`config.mk`:
```
export PLATFORM = sky130hd
export DESIGN_NAME = datapath_control_fsm_flat
export DESIGN_NICKNAME = d
export VERILOG_FILES = /design/src/rtl/datapath_control_fsm_if.sv /design/src/rtl/datapath_control_fsm.sv /design/src/flat_wrapper.sv
export SDC_FILE = /design/constraint.sdc
export NUM_CORES = 1
export LEC_CHECK = 0
export BUFFER_PORTS_ARGS = -buffer_cell sky130_fd_sc_hd__buf_2
export CAP_MARGIN = 20
export CORE_ASPECT_RATIO = 1.4
export CORE_MARGIN = 2
export CORE_UTILIZATION = 51
export DETAILED_ROUTE_END_ITERATION = 6
export PLACE_DENSITY_LB_ADDON = 0.3
export SLEW_MARGIN = 20
export SYNTH_ARGS = -nofsm -noshare
export SYNTH_HDL_FRONTEND = slang
export SYNTH_SLANG_ARGS = --single-unit
```
`constraint.sdc`:
```
create_clock -name clk -period 4.1 [get_ports clk]
set_input_delay 0.82 -clock clk [delete_from_list [all_inputs] [get_ports clk]]
set_output_delay 0.82 -clock clk [all_outputs]
set_load 0.005 [all_outputs]
```
`src/rtl/datapath_control_fsm_if.sv`:
```
// Control bundle between the instruction/data memories, the control FSM and
// the 16-bit Datapath. The FSM side is the master; the Datapath/memory side
// is the slave.
interface datapath_control_fsm_if;
    logic [15:0] instr;
    logic        instr_valid;
    logic        mem_ready;
    logic        instr_req;
    logic        AluScrA;
    logic        AluSrcB;
    logic        memToReg;
    logic        jump;
    logic        branch;
    logic [1:0]  regWrite;
    logic [1:0]  exSign;
    logic [1:0]  memWrite;
    logic [3:0]  Aluop;
    logic        nest;
    logic        busy;
    logic        halted;
    logic        illegal;

    modport master (
        input  instr, instr_valid, mem_ready,
        output instr_req, AluScrA, AluSrcB, memToReg, jump, branch,
               regWrite, exSign, memWrite, Aluop, nest, busy, halted, illegal
    );

    modport slave (
        output instr, instr_valid, mem_ready,
        input  instr_req, AluScrA, AluSrcB, memToReg, jump, branch,
               regWrite, exSign, memWrite, Aluop, nest, busy, halted, illegal
    );
endinterface

```
`src/rtl/datapath_control_fsm.sv`:
```
// Multicycle control unit for the 16-bit Datapath: fetches an instruction
// into the IR, sequences FETCH/EXEC/MEM/WB and issues the one-cycle nest
// commit strobe. Static controls are decoded from the IR; write-type
// controls are gated to the WB cycle.
module datapath_control_fsm #(
    parameter int unsigned MULDIV_CYCLES = 4   // legal range 1..15
) (
    input  logic                   clk,
    input  logic                   reset,
    datapath_control_fsm_if.master bus
);

    typedef enum logic [2:0] {
        S_FETCH,
        S_EXEC,
        S_MEM,
        S_WB,
        S_HALT
    } state_t;

    state_t      r_state;
    state_t      w_next;
    logic [15:0] r_ir;
    logic [3:0]  r_cnt;

    logic [3:0]  w_op;
    logic [3:0]  w_func;
    logic        w_is_muldiv;
    logic        w_is_load;
    logic        w_is_store;
    logic        w_is_halt;
    logic        w_is_illegal;
    logic        w_unused_ir;

    // Static decode results, valid whenever the IR holds an instruction.
    logic        w_alu_a;
    logic        w_alu_b;
    logic        w_mem_to_reg;
    logic        w_jump;
    logic        w_branch;
    logic [1:0]  w_ex_sign;
    logic [3:0]  w_aluop;
    logic [1:0]  w_reg_write;

    assign w_op         = r_ir[15:12];
    assign w_func       = r_ir[3:0];
    assign w_is_muldiv  = (w_op == 4'h0) && ((w_func == 4'h1) || (w_func == 4'h2));
    assign w_is_load    = (w_op == 4'h6);
    assign w_is_store   = (w_op == 4'h7);
    assign w_is_halt    = (w_op == 4'hF);
    assign w_is_illegal = (w_op == 4'h1) || (w_op == 4'h2) || (w_op == 4'hD) || (w_op == 4'hE);
    // Register-field bits are consumed by the Datapath, not by the decoder.
    assign w_unused_ir  = ^r_ir[11:4];

    // State register, instruction register and mul/div EXEC down-counter.
    always_ff @(posedge clk) begin
        // NOTE: state is updated with <= so every register samples the
        // pre-edge values; blocking here would create order-dependent races.
        if (reset) begin
            r_state <= S_FETCH;
            r_ir    <= '0;
            r_cnt   <= '0;
        end else begin
            r_state <= w_next;
            if (r_state == S_FETCH && bus.instr_valid) begin
                r_ir  <= bus.instr;
                r_cnt <= 4'(MULDIV_CYCLES);
            end else if (r_state == S_EXEC && r_cnt != 4'd0) begin
                r_cnt <= r_cnt - 4'd1;
            end
        end
    end

    // Opcode decode into the static control word and the WB write type.
    always_comb begin
        // NOTE: every output gets a default first so no path leaves a
        // variable unassigned, which would otherwise infer a latch.
        w_alu_a      = 1'b1;
        w_alu_b      = 1'b1;
        w_mem_to_reg = 1'b1;
        w_jump       = 1'b1;
        w_branch     = 1'b0;
        w_ex_sign    = 2'b00;
        w_aluop      = 4'hF;
        w_reg_write  = 2'b00;
        case (w_op)
            4'h0: begin
                w_aluop = w_func;
                if (w_is_muldiv)          w_reg_write = 2'b10;
                else if (w_func != 4'h0)  w_reg_write = 2'b01;
            end
            4'h8, 4'h9, 4'hA, 4'hB: begin
                w_aluop     = w_op;
                w_alu_b     = 1'b0;
                w_ex_sign   = 2'b01;
                w_reg_write = 2'b01;
            end
            4'h3, 4'h4, 4'h5: begin
                w_aluop     = w_op;
                w_branch    = 1'b1;
                w_reg_write = 2'b11;
            end
            4'h6: begin
                w_alu_a      = 1'b0;
                w_alu_b      = 1'b0;
                w_ex_sign    = 2'b10;
                w_mem_to_reg = 1'b0;
                w_reg_write  = 2'b01;
            end
            4'h7: begin
                w_alu_a   = 1'b0;
                w_alu_b   = 1'b0;
                w_ex_sign = 2'b10;
            end
            4'hC: begin
                w_ex_sign = 2'b10;
                w_jump    = 1'b0;
            end
            default: ;
        endcase
    end

    // Next-state logic and per-state output gating.
    always_comb begin
        w_next          = r_state;
        bus.instr_req   = 1'b0;
        bus.AluScrA     = 1'b1;
        bus.AluSrcB     = 1'b1;
        bus.memToReg    = 1'b1;
        bus.jump        = 1'b1;
        bus.branch      = 1'b0;
        bus.regWrite    = 2'b00;
        bus.exSign      = 2'b00;
        bus.memWrite    = 2'b00;
        bus.Aluop       = 4'hF;
        bus.nest        = 1'b0;
        bus.busy        = 1'b0;
        bus.halted      = 1'b0;
        bus.illegal     = 1'b0;

        if (r_state == S_EXEC || r_state == S_MEM || r_state == S_WB) begin
            bus.busy     = 1'b1;
            bus.AluScrA  = w_alu_a;
            bus.AluSrcB  = w_alu_b;
            bus.memToReg = w_mem_to_reg;
            bus.jump     = w_jump;
            bus.branch   = w_branch;
            bus.exSign   = w_ex_sign;
            bus.Aluop    = w_aluop;
        end

        case (r_state)
            S_FETCH: begin
                bus.instr_req = 1'b1;
                if (bus.instr_valid) w_next = S_EXEC;
            end
            S_EXEC: begin
                bus.illegal = w_is_illegal;
                if (w_is_halt)                    w_next = S_HALT;
                else if (w_is_load || w_is_store) w_next = S_MEM;
                else if (w_is_muldiv && r_cnt > 4'd1) w_next = S_EXEC;
                else                              w_next = S_WB;
            end
            S_MEM: begin
                if (w_is_load)     bus.memWrite = 2'b10;
                if (bus.mem_ready) w_next = S_WB;
            end
            S_WB: begin
                bus.nest     = 1'b1;
                bus.regWrite = w_reg_write;
                if (w_is_store) bus.memWrite = 2'b01;
                w_next = S_FETCH;
            end
            S_HALT: begin
                bus.halted = 1'b1;
            end
            default: w_next = S_FETCH;
        endcase
    end

endmodule

```
`src/flat_wrapper.sv`:
```
// flat-port wrapper written by rule: the top's interface ports become plain ports
module datapath_control_fsm_flat 
#(
    parameter int unsigned MULDIV_CYCLES = 4                       
)
  (clk, reset, bus_instr, bus_instr_valid, bus_mem_ready, bus_instr_req, bus_AluScrA, bus_AluSrcB, bus_memToReg, bus_jump, bus_branch, bus_regWrite, bus_exSign, bus_memWrite, bus_Aluop, bus_nest, bus_busy, bus_halted, bus_illegal);
  datapath_control_fsm_if bus_i ();
  input  logic clk;
  input  logic reset;
  input wire logic [$bits(bus_i.instr)-1:0] bus_instr;
  input wire logic [$bits(bus_i.instr_valid)-1:0] bus_instr_valid;
  input wire logic [$bits(bus_i.mem_ready)-1:0] bus_mem_ready;
  output wire logic [$bits(bus_i.instr_req)-1:0] bus_instr_req;
  output wire logic [$bits(bus_i.AluScrA)-1:0] bus_AluScrA;
  output wire logic [$bits(bus_i.AluSrcB)-1:0] bus_AluSrcB;
  output wire logic [$bits(bus_i.memToReg)-1:0] bus_memToReg;
  output wire logic [$bits(bus_i.jump)-1:0] bus_jump;
  output wire logic [$bits(bus_i.branch)-1:0] bus_branch;
  output wire logic [$bits(bus_i.regWrite)-1:0] bus_regWrite;
  output wire logic [$bits(bus_i.exSign)-1:0] bus_exSign;
  output wire logic [$bits(bus_i.memWrite)-1:0] bus_memWrite;
  output wire logic [$bits(bus_i.Aluop)-1:0] bus_Aluop;
  output wire logic [$bits(bus_i.nest)-1:0] bus_nest;
  output wire logic [$bits(bus_i.busy)-1:0] bus_busy;
  output wire logic [$bits(bus_i.halted)-1:0] bus_halted;
  output wire logic [$bits(bus_i.illegal)-1:0] bus_illegal;
  assign bus_i.instr = bus_instr;
  assign bus_i.instr_valid = bus_instr_valid;
  assign bus_i.mem_ready = bus_mem_ready;
  assign bus_instr_req = bus_i.instr_req;
  assign bus_AluScrA = bus_i.AluScrA;
  assign bus_AluSrcB = bus_i.AluSrcB;
  assign bus_memToReg = bus_i.memToReg;
  assign bus_jump = bus_i.jump;
  assign bus_branch = bus_i.branch;
  assign bus_regWrite = bus_i.regWrite;
  assign bus_exSign = bus_i.exSign;
  assign bus_memWrite = bus_i.memWrite;
  assign bus_Aluop = bus_i.Aluop;
  assign bus_nest = bus_i.nest;
  assign bus_busy = bus_i.busy;
  assign bus_halted = bus_i.halted;
  assign bus_illegal = bus_i.illegal;
  datapath_control_fsm #(.MULDIV_CYCLES(MULDIV_CYCLES)) u_core (.clk(clk), .reset(reset), .bus(bus_i));
endmodule
```
# After elaboration in Yosys (flattened, before gate mapping)
# Cells that the tools add are included.
# totals
ff_bits,23
inputBits,20
wordCells,89
# op_classes
add_sub_neg,1
n_lt_le_gt_ge,1
eq_ne,23
mux,34
bitwise_logic,1
n_reduce_logical,25
# ops
operator,count
$eq A4 B4 Y1 const B,8
$mux W3,6
$mux W1,17
$eq A4 B3 Y1 const B,4
$eq A4 B2 Y1 const B,3
$pmux W3 S4,1
$mux W2,5
$eq A4 B1 Y1 const B,2
$pmux W2 S2,2
$pmux W4 S2,1
$reduce_bool A4 Y1,2
$logic_or A1 B1 Y1,7
$reduce_or A7 Y1,1
$eq A3 B2 Y1 const B,2
$pmux W2 S3,1
$reduce_or A3 Y1,2
$reduce_or A6 Y1,1
$reduce_or A5 Y1,1
$gt A4 B1 Y1 const B,1
$logic_and A1 B1 Y1,4
$logic_not A4 Y1,1
$mux W4,1
$ne A2 B2 Y1 const B,2
$reduce_or A2 Y1,2
8 further kinds,8

# Longest topological paths before layout
# Gate-level depths: netlist of run 1.
# depth
ltp_word,8
mapped_depth,5
mapped_depth_nobuf,5

# Worst setup path after synthesis of run 1
# Ideal clock, no wire load.
# synth_path
path_kind,register to output
startpoint,register u_core.r_ir[13]
endpoint,output bus_regWrite[1]
arrival_ns,1.117
path_slack_ns,2.163
stages_incl_launch_ff,5
path_buffers,1
cell_sequence,dfxtp_1 -> clkbuf_1 -> nor4_1 -> nand2_1 -> a211oi_1
# synth_via
elab_chain_cells,5
# synth_lines
element,line_no,text
start: declaration,datapath_control_fsm.sv:23,logic [15:0] r_ir;
start signal: assignment,datapath_control_fsm.sv:66,r_ir <= bus.instr;
branches (longest 3 deep; another with $reduce_or A5 Y1),--,
$pmux W2 S3 *,datapath_control_fsm.sv:86,case (w_op)
$mux W2 *,datapath_control_fsm.sv:152,case (r_state)
end: declaration,flat_wrapper.sv:19,output wire logic [$bits(bus_i.regWrite)-1:0] bus_regWrite;
# Every way passes the cells marked *.

# Final worst setup path of run 1
# layout_path
startpoint,register u_core.r_ir[12]
endpoint,output bus_regWrite[1]
# Same word-level chain as after synthesis.

==> results of run 1 <==
## through the flow
stage	setup slack, ns	cells
floorplan	2.16	137
global placement	1.86	180
detailed placement	1.82	180
CTS	1.43	184
global route	1.27	184
finish	1.38	184
## synth_stat cells, types with 2 or more instances
library cell / n
a211oi_1: 4
nor3_1: 5
o21ai_0: 5
nand2_1: 24
inv_1: 7
or4b_1: 2
nand4b_1: 2
ha_1: 3
clkbuf_1: 7
o22ai_1: 2
nor2_1: 10
nor4_1: 2
nand3b_1: 2
buf_1: 2
a21o_1: 2
o211ai_1: 2
a21oi_1: 12
dfxtp_1: 15
and3_1: 3
nor2b_1: 2
## layout by cell type, fill, tap and decap left out, types with 3 or more instances in the layout
master | netlist | final
a211oi_1 | 4 | 4
a21oi_1 | 12 | 12
and3_1 | 3 | 3
buf_2 | 0 | 31
clkbuf_4 | 0 | 3
dfxtp_1 | 15 | 15
ha_1 | 3 | 3
inv_1 | 7 | 7
nand2_1 | 24 | 24
nor2_1 | 10 | 10
nor3_1 | 5 | 5
o21ai_0 | 5 | 5
## critical path, delay by kind of cell (launching register included)
family,cells,cell delay [ns]
flops,1,0.61
compound gates,1,0.37
mux,1,0.31
buf+inv,1,0.19
simple gates,1,0.12
## sequential cells by signal (all words and copies together), names as in the netlist
name,cells
u_core.r_cnt,4
u_core.r_state,3
u_core.r_ir,8
## cell families after synthesis
group,after synthesis,share of synthesized area [%]
xor gates and xnor gates,2,1.74
DFF,15,29.8
buffers and inverters,16,5.96
AOI/OAI and AO/OA,33,20.7
and+or+nand+nor,66,35.9
muxes,2,2.11
adders and majority gates,3,3.73
## worst max-delay path by stage
stage	start	slack, ns	endpoint	depth (start not counted)
after floorplan	u_core.r_ir[13]	2.16	bus_regWrite[1]	4
after global placement	u_core.r_state[0]	1.86	bus_illegal	3
after detailed placement	u_core.r_ir[12]	1.82	bus_regWrite[1]	4
after CTS	u_core.r_ir[12]	1.43	bus_regWrite[1]	4
after global routing	u_core.r_ir[12]	1.27	bus_regWrite[1]	4
final	u_core.r_ir[12]	1.38	bus_regWrite[1]	4
## final cells by class
cell class | count | area (um^2) | area share [%]
Clock buffer | 3 | 22.5 | 1.90
Clock inverter | 1 | 5.00 | 0.423
Inverter | 7 | 26.3 | 2.22
Multi-Input combinational cell | 106 | 647 | 54.7
Sequential cell | 15 | 300 | 25.4
Tap cell | 21 | 26.3 | 2.22
Timing Repair Buffer | 31 | 155 | 13.1
## power by group through the flow
| stage | clock [mW] | combinational [mW] | sequential (mW) |
|---|---|---|---|
| CTS | 0.0877 | 0.127 | 0.186 |
| global placement | 0 | 0.121 | 0.188 |
| finish | 0.0881 | 0.127 | 0.186 |
| global route | 0.0921 | 0.140 | 0.190 |
| floorplan | 0 | 0.101 | 0.171 |
| detailed placement | 0 | 0.126 | 0.189 |
## routing by layer
metal  GRT usage [%]  part of all wire (%)
met2            40.2                    54
met3            3.86                   3.3
met4            10.1                   1.4
met5               0                     0
met1            23.7                    41
==> flow_summary.ini, run 1 <==
[clock_network]
htree_levels = 1
cts_sinks = 15
cts_root_buffer = clkbuf_4
clock_latency_ns = 0.29
postCtsHoldBufs = 0
ctsResizeCount = 0
clock_path_buffers = 2
cts_tree = done
numCtsBuffers = 3
path_clk_slew_ns = 0.10
postCtsSetupBuffers = 0

[power]
p_total_mw = 0.401
power_frac_comb_pct = 31.6
p_switching_mw = 0.147
leakagePower_nw = 0.522
seqPwrFrac_pct = 46.4
power.share.switching_pct = 36.8
internal_power_mw = 0.253
power_density_nw_per_um2 = 339
vdd_ir_drop_max_mv = 0.279
p_clk_share_pct = 22.0

[worst_setup_path]
r2r-end = u_core.r_cnt[3]
critPathCaptureType = primary output
worst-r2r-cell-count = 3
crit_fanout = 13
r2r-start = u_core.r_state[0]
crit_arrival_ns = 1.90
setup.worst_path.start_class = register
cp.required_ns = 3.28
cp_slowest_cell = dfxtp_1
cp_cell_sequence = nand2_1, mux2_2, a211oi_1, buf_2
critPathKind = register to primary output
rrSetupSlack_ns = 2.35
critPathMaxStageDelay_ns = 0.61

[synth]
synth_top_area_cell = dfxtp_1
synth_fp_nets = 160
synth_area_per_cell_um2 = 7.35
ys.flop_type = dfxtp_1
ys_warn_count = 0
synth_area_leaders = dfxtp_1 (30%), nand2_1 (8.9%), a21oi_1 (6.0%)
synth_edf_count = 0
synth_top_area_share_pct = 29.8
syn_inst = 137
yosysUniqueCellTypes = 44
async_reset_ff_share_pct = 0
synth_seq_area_share_pct = 29.8
ys_ff_latch = 15
synthesis.area_um2 = 1010

[sta]
hold_violations = 0
setup_viol = 0
tightest_slew_ns = 0.719
fin_crit_ns = 2.72
relSlewSlack_pct = 52.0
clock_skew_ns = 0.00510
tns_ns = 0
slew_violations = 0
max_freq_mhz = 367
layout_worst_path_cycle_share_pct = 66.4
whs_ns = 0.504
rsz0062_at_grt = no

[routing]
first_pass_iters = 4
viasPerCell = 5.87
drt-initial-drc-count = 37
wl_per_cell_um = 14.0
routed_wl_um = 2570
route.vias.total = 1080
postRouteAntennaNets = 0
drc_errors = 0

[layout]
final_core_util_pct = 61.4
n_antenna_cell = 0
drive_gt1_share_pct = 24.5
fin_area_um2 = 1180
area.growth.synth_to_final_pct = 17.4
fin_nets = 187
nFillCells = 192

[global_route]
grt_usage_pct = 21.9
grt_pass1_vias = 976
grt_overflow = 0
antenna_found_initial = 0
grt_pass1_wl_um = 4080
grt_max_degree = 15

[floorplan]
core.rowCount = 19
coreArea_um2 = 1930
die-area_um2 = 2350
initial_utilization_pct = 52.3
dieHeight_um = 56.6
fp.dieW_um = 41.6
io_pins = 40

[job]
maxCapViolations = 0

[min_path]
hp-start = u_core.r_cnt[3]
hold_end = u_core.r_cnt[3]
hold_path_depth = 2
hp-class = register to register

[outcome]
status = finished, final reports clean

[placed_design]
dp.final_hpwl_um = 1910
io_buffers = 31
placed_cell_area_um2 = 1150
gp_congestion = 0.842
Power figures use the tool's default switching activity.
==> run 2, diff against run 1 <==
Settings changed: CORE_UTILIZATION 51 to 47.
Clock period 4.1 ns to 2.56 ns, I/O delays scaled along.
==> flow_summary.ini, run 2 (synthesized netlist as in run 1, its figures left out) <==
[global_route]
grt_pass1_wl_um = 4140
grt_pass1_vias = 969
grt_overflow = 0
grt_max_degree = 15
antenna_found_initial = 0
grt_usage_pct = 21.0

[sta]
hold_violations = 0
max_freq_mhz = 434
tightest_slew_ns = 0.691
relSlewSlack_pct = 53.8
tns_ns = 0
setup_viol = 0
fin_crit_ns = 2.30
layout_worst_path_cycle_share_pct = 89.9
rsz0062_at_grt = no
clock_skew_ns = 0.00463
slew_violations = 0

[worst_setup_path]
critPathKind = register to primary output
critPathCaptureType = primary output
cp.required_ns = 2.05
setup.worst_path.start_class = register
crit_fanout = 12
crit_arrival_ns = 1.79

[layout]
drive_gt1_share_pct = 24.5
fin_nets = 187
final_common_cell = buf_2
largest-register = u_core.r_ir
n_antenna_cell = 0
reg_top3 = u_core.r_ir (8), u_core.r_cnt (4), u_core.r_state (3)
area.growth.synth_to_final_pct = 17.4
nFillCells = 196
largest_register_ffs = 8
final_core_util_pct = 59.2
final_cell_mix = buf_2 (31), nand2_1 (24), dfxtp_1 (15)

[routing]
drt-initial-drc-count = 21
viasPerCell = 5.92
route.vias.total = 1090
routed_wl_um = 2510
postRouteAntennaNets = 0
drc_errors = 0
wl_per_cell_um = 13.7
first_pass_iters = 4

[clock_network]
cts_tree = done
htree_levels = 1
path_clk_slew_ns = 0.10
postCtsSetupBuffers = 0
cts_root_buffer = clkbuf_4
postCtsHoldBufs = 0
clock_latency_ns = 0.30
cts_sinks = 15
numCtsBuffers = 3
clock_path_buffers = 2
ctsResizeCount = 0

[power]
power_density_nw_per_um2 = 544
vdd_ir_drop_max_mv = 0.363
leakagePower_nw = 0.522

[floorplan]
fp.dieW_um = 43.1
coreArea_um2 = 2000
core.rowCount = 19
die-area_um2 = 2530
initial_utilization_pct = 50.4
io_pins = 40
dieHeight_um = 58.8

[min_path]
hp-class = input pin to register

[placed_design]
io_buffers = 31
dp.final_hpwl_um = 1840
gp_congestion = 0.834

[outcome]
status = finished, final reports clean

[job]
maxCapViolations = 0
==> run 2: cell counts in the layout (fill, tap and decap cells not counted) <==
No cell type changed its count.
==> run 2: final cells by class <==
| type | instances | area, um^2 | area share (%) |
|---|---|---|---|
| sequential | 15 | 300 | 25.4 |
| inverter | 7 | 26.3 | 2.22 |
| tap | 21 | 26.3 | 2.22 |
| timing repair buffer | 31 | 155 | 13.1 |
| clock buffer | 3 | 22.5 | 1.90 |
| clock inverter | 1 | 5.00 | 0.423 |
| multi-input combinational | 106 | 647 | 54.7 |
==> run 2: worst max-delay path, stage by stage (launching register included) <==
cell	delay, ns
dfxtp_1	0.57
inv_1	0.17
mux2_2	0.32
a211oi_1	0.27
buf_2	0.16
==> run 2: metal layers <==
metal	GRT usage, %	up-vias	part of all wire [%]
li1	-	545	-
met1	23.3	522	41
met2	38.2	19	55
met3	1.84	4	3.0
met4	12.1	0	1.4
met5	0	-	0
==> run 2: report_power, final <==
part           internal, mW  total (mW)  switching, mW
combinational        0.0936       0.199          0.106
clock                0.0583       0.146         0.0873
sequential            0.254       0.299         0.0446
total                 0.406       0.644          0.238
==> run 2: final timing paths <==
kind | start | to | slack [ns] | cells after the start
worst min-delay path | bus_instr[14] | u_core.r_ir[14] | 0.44 | 3
worst max register to register | u_core.r_state[0] | u_core.r_cnt[3] | 0.81 | 3
worst min register to register | u_core.r_ir[2] | u_core.r_ir[2] | 0.51 | 2
worst max-delay path | u_core.r_ir[14] | bus_regWrite[1] | 0.26 | 4
==> run 2: per-stage QoR <==
stage / setup WS [ns] / cells / instance area (um^2) / power (mW) / hold slack [ns]
after floorplan: 0.931 / 137 / 1010 / 0.436 / 0.461
after global placement: 0.630 / 180 / 1150 / 0.495 / 0.474
after detailed placement: 0.615 / 180 / 1150 / 0.502 / 0.485
after CTS: 0.282 / 184 / 1180 / 0.645 / 0.438
after global routing: 0.151 / 184 / 1180 / 0.684 / 0.448
final: 0.257 / 184 / 1180 / 0.644 / 0.438
==> run 3, diff against run 2 <==
Settings changed: PLACE_DENSITY set to 0.86, PLACE_DENSITY_LB_ADDON 0.3 to not set.
==> flow_summary.ini, run 3 (synthesized netlist as in run 1, its figures left out) <==
[outcome]
status = finished, final reports clean

[layout]
final_common_cell = buf_2
largest_register_ffs = 8
largest-register = u_core.r_ir
stdcell_count = 184
drive_gt1_share_pct = 24.5
reg_top3 = u_core.r_ir (8), u_core.r_cnt (4), u_core.r_state (3)
fin_nets = 187
n_antenna_cell = 0
final_cell_mix = buf_2 (31), nand2_1 (24), dfxtp_1 (15)
area.growth.synth_to_final_pct = 17.4

[clock_network]
ctsResizeCount = 0
path_clk_slew_ns = 0.09
cts_sinks = 15
clock_latency_ns = 0.27
postCtsHoldBufs = 0
numCtsBuffers = 3
htree_levels = 1
clock_path_buffers = 2
cts_tree = done
postCtsSetupBuffers = 0
cts_root_buffer = clkbuf_4

[worst_setup_path]
critPathMaxStageDelay_ns = 0.58
critPathKind = register to primary output
cp_cell_sequence = or3b_1, nor4_1, buf_2
cp_slowest_cell = dfxtp_1
cpLargestDelayFamily = simple AND/OR/NAND/NOR gates
setup.worst_path.start_class = register
cp.required_ns = 2.05
critPathCaptureType = primary output
critPathBufInv = 1
crit_fanout = 14
crit_arrival_ns = 1.76

[power]
vdd_ir_drop_max_mv = 0.269
p_total_mw = 0.626
power_density_nw_per_um2 = 529
leakagePower_nw = 0.522

[global_route]
grt_busiest_layer = met2
grt_pass1_vias = 949
met1_usage_pct = 21.2
antenna_found_initial = 0
grt_overflow = 0
grt_max_degree = 15
use_met2_pct = 35.6
grt_usage_pct = 19.5
met3_usage_pct = 3.07
grt_pass1_wl_um = 3840

[placed_design]
dp.cells = 180
gp_congestion = 0.808
io_buffers = 31
dp.final_hpwl_um = 1860
post-place-ws_ns = 0.610

[floorplan]
coreArea_um2 = 2000
fp.dieW_um = 43.1
dieHeight_um = 58.8
core.rowCount = 19
initial_utilization_pct = 50.4
die-area_um2 = 2530
io_pins = 40

[sta]
hold_violations = 0
worst_slack_ns = 0.283
max_freq_mhz = 439
fin_crit_ns = 2.28
setup_viol = 0
whs_ns = 0.471
rsz0062_at_grt = no
relSlewSlack_pct = 53.0
clock_skew_ns = 0.000883
tightest_slew_ns = 0.704
layout_worst_path_cycle_share_pct = 88.9
slew_violations = 0
tns_ns = 0

[min_path]
hp-class = input pin to register

[routing]
wl_per_cell_um = 12.7
routed_wl_um = 2340
drt-initial-drc-count = 29
postRouteAntennaNets = 0
route.vias.total = 1063
viasPerCell = 5.78
first_pass_iters = 4
drc_errors = 0

[job]
maxCapViolations = 0
run 3: power breakdown:
part | switching, mW | internal (mW)
Clock | 0.0732 | 0.0578
Combinational | 0.104 | 0.0933
Sequential | 0.0432 | 0.254
run 3: area by class of cell:
cell class,instances,area (um^2)
inverters,7,26.3
flip-flops and latches,15,300
multi-input cells,106,647
fillers,187,815
well taps,21,26.3
repair buffers,31,155
clock buffers,3,22.5
clock inverters,1,5.00
run 3: path summary, 6_finish.rpt:
check / from / to / slack, ns / cells after the start
setup / recovery: u_core.r_state[0] / bus_illegal / 0.28 / 3
hold / removal: bus_instr[14] / u_core.r_ir[14] / 0.47 / 3
setup reg to reg: u_core.r_state[0] / u_core.r_cnt[3] / 0.78 / 3
hold reg to reg: u_core.r_ir[2] / u_core.r_ir[2] / 0.50 / 2
run 3: worst register-to-register path, delay by kind of cell (launching register included):
| family | cells | cell delay (ns) |
|---|---|---|
| and+or+nand+nor | 2 | 0.98 |
| DFF | 1 | 0.58 |
| AOI/OAI and AO/OA | 1 | 0.15 |
run 3: per-stage QoR:
stage                     cell area (um^2)  utilization (%)
after detailed placement              1150             57.8
after floorplan                       1010                -
after global placement                1150             57.8
after CTS                             1180             59.2
final                                 1180             59.2
after global routing                  1180             59.2
run 3: routing by layer:
metal | wire length [um] | vias to the layer above | share of wire [%]
li1 | - | 540 | -
met1 | 993 | 496 | 42
met2 | 1230 | 23 | 53
met3 | 83 | 4 | 3.5
met4 | 35 | 0 | 1.5
met5 | 0 | - | 0
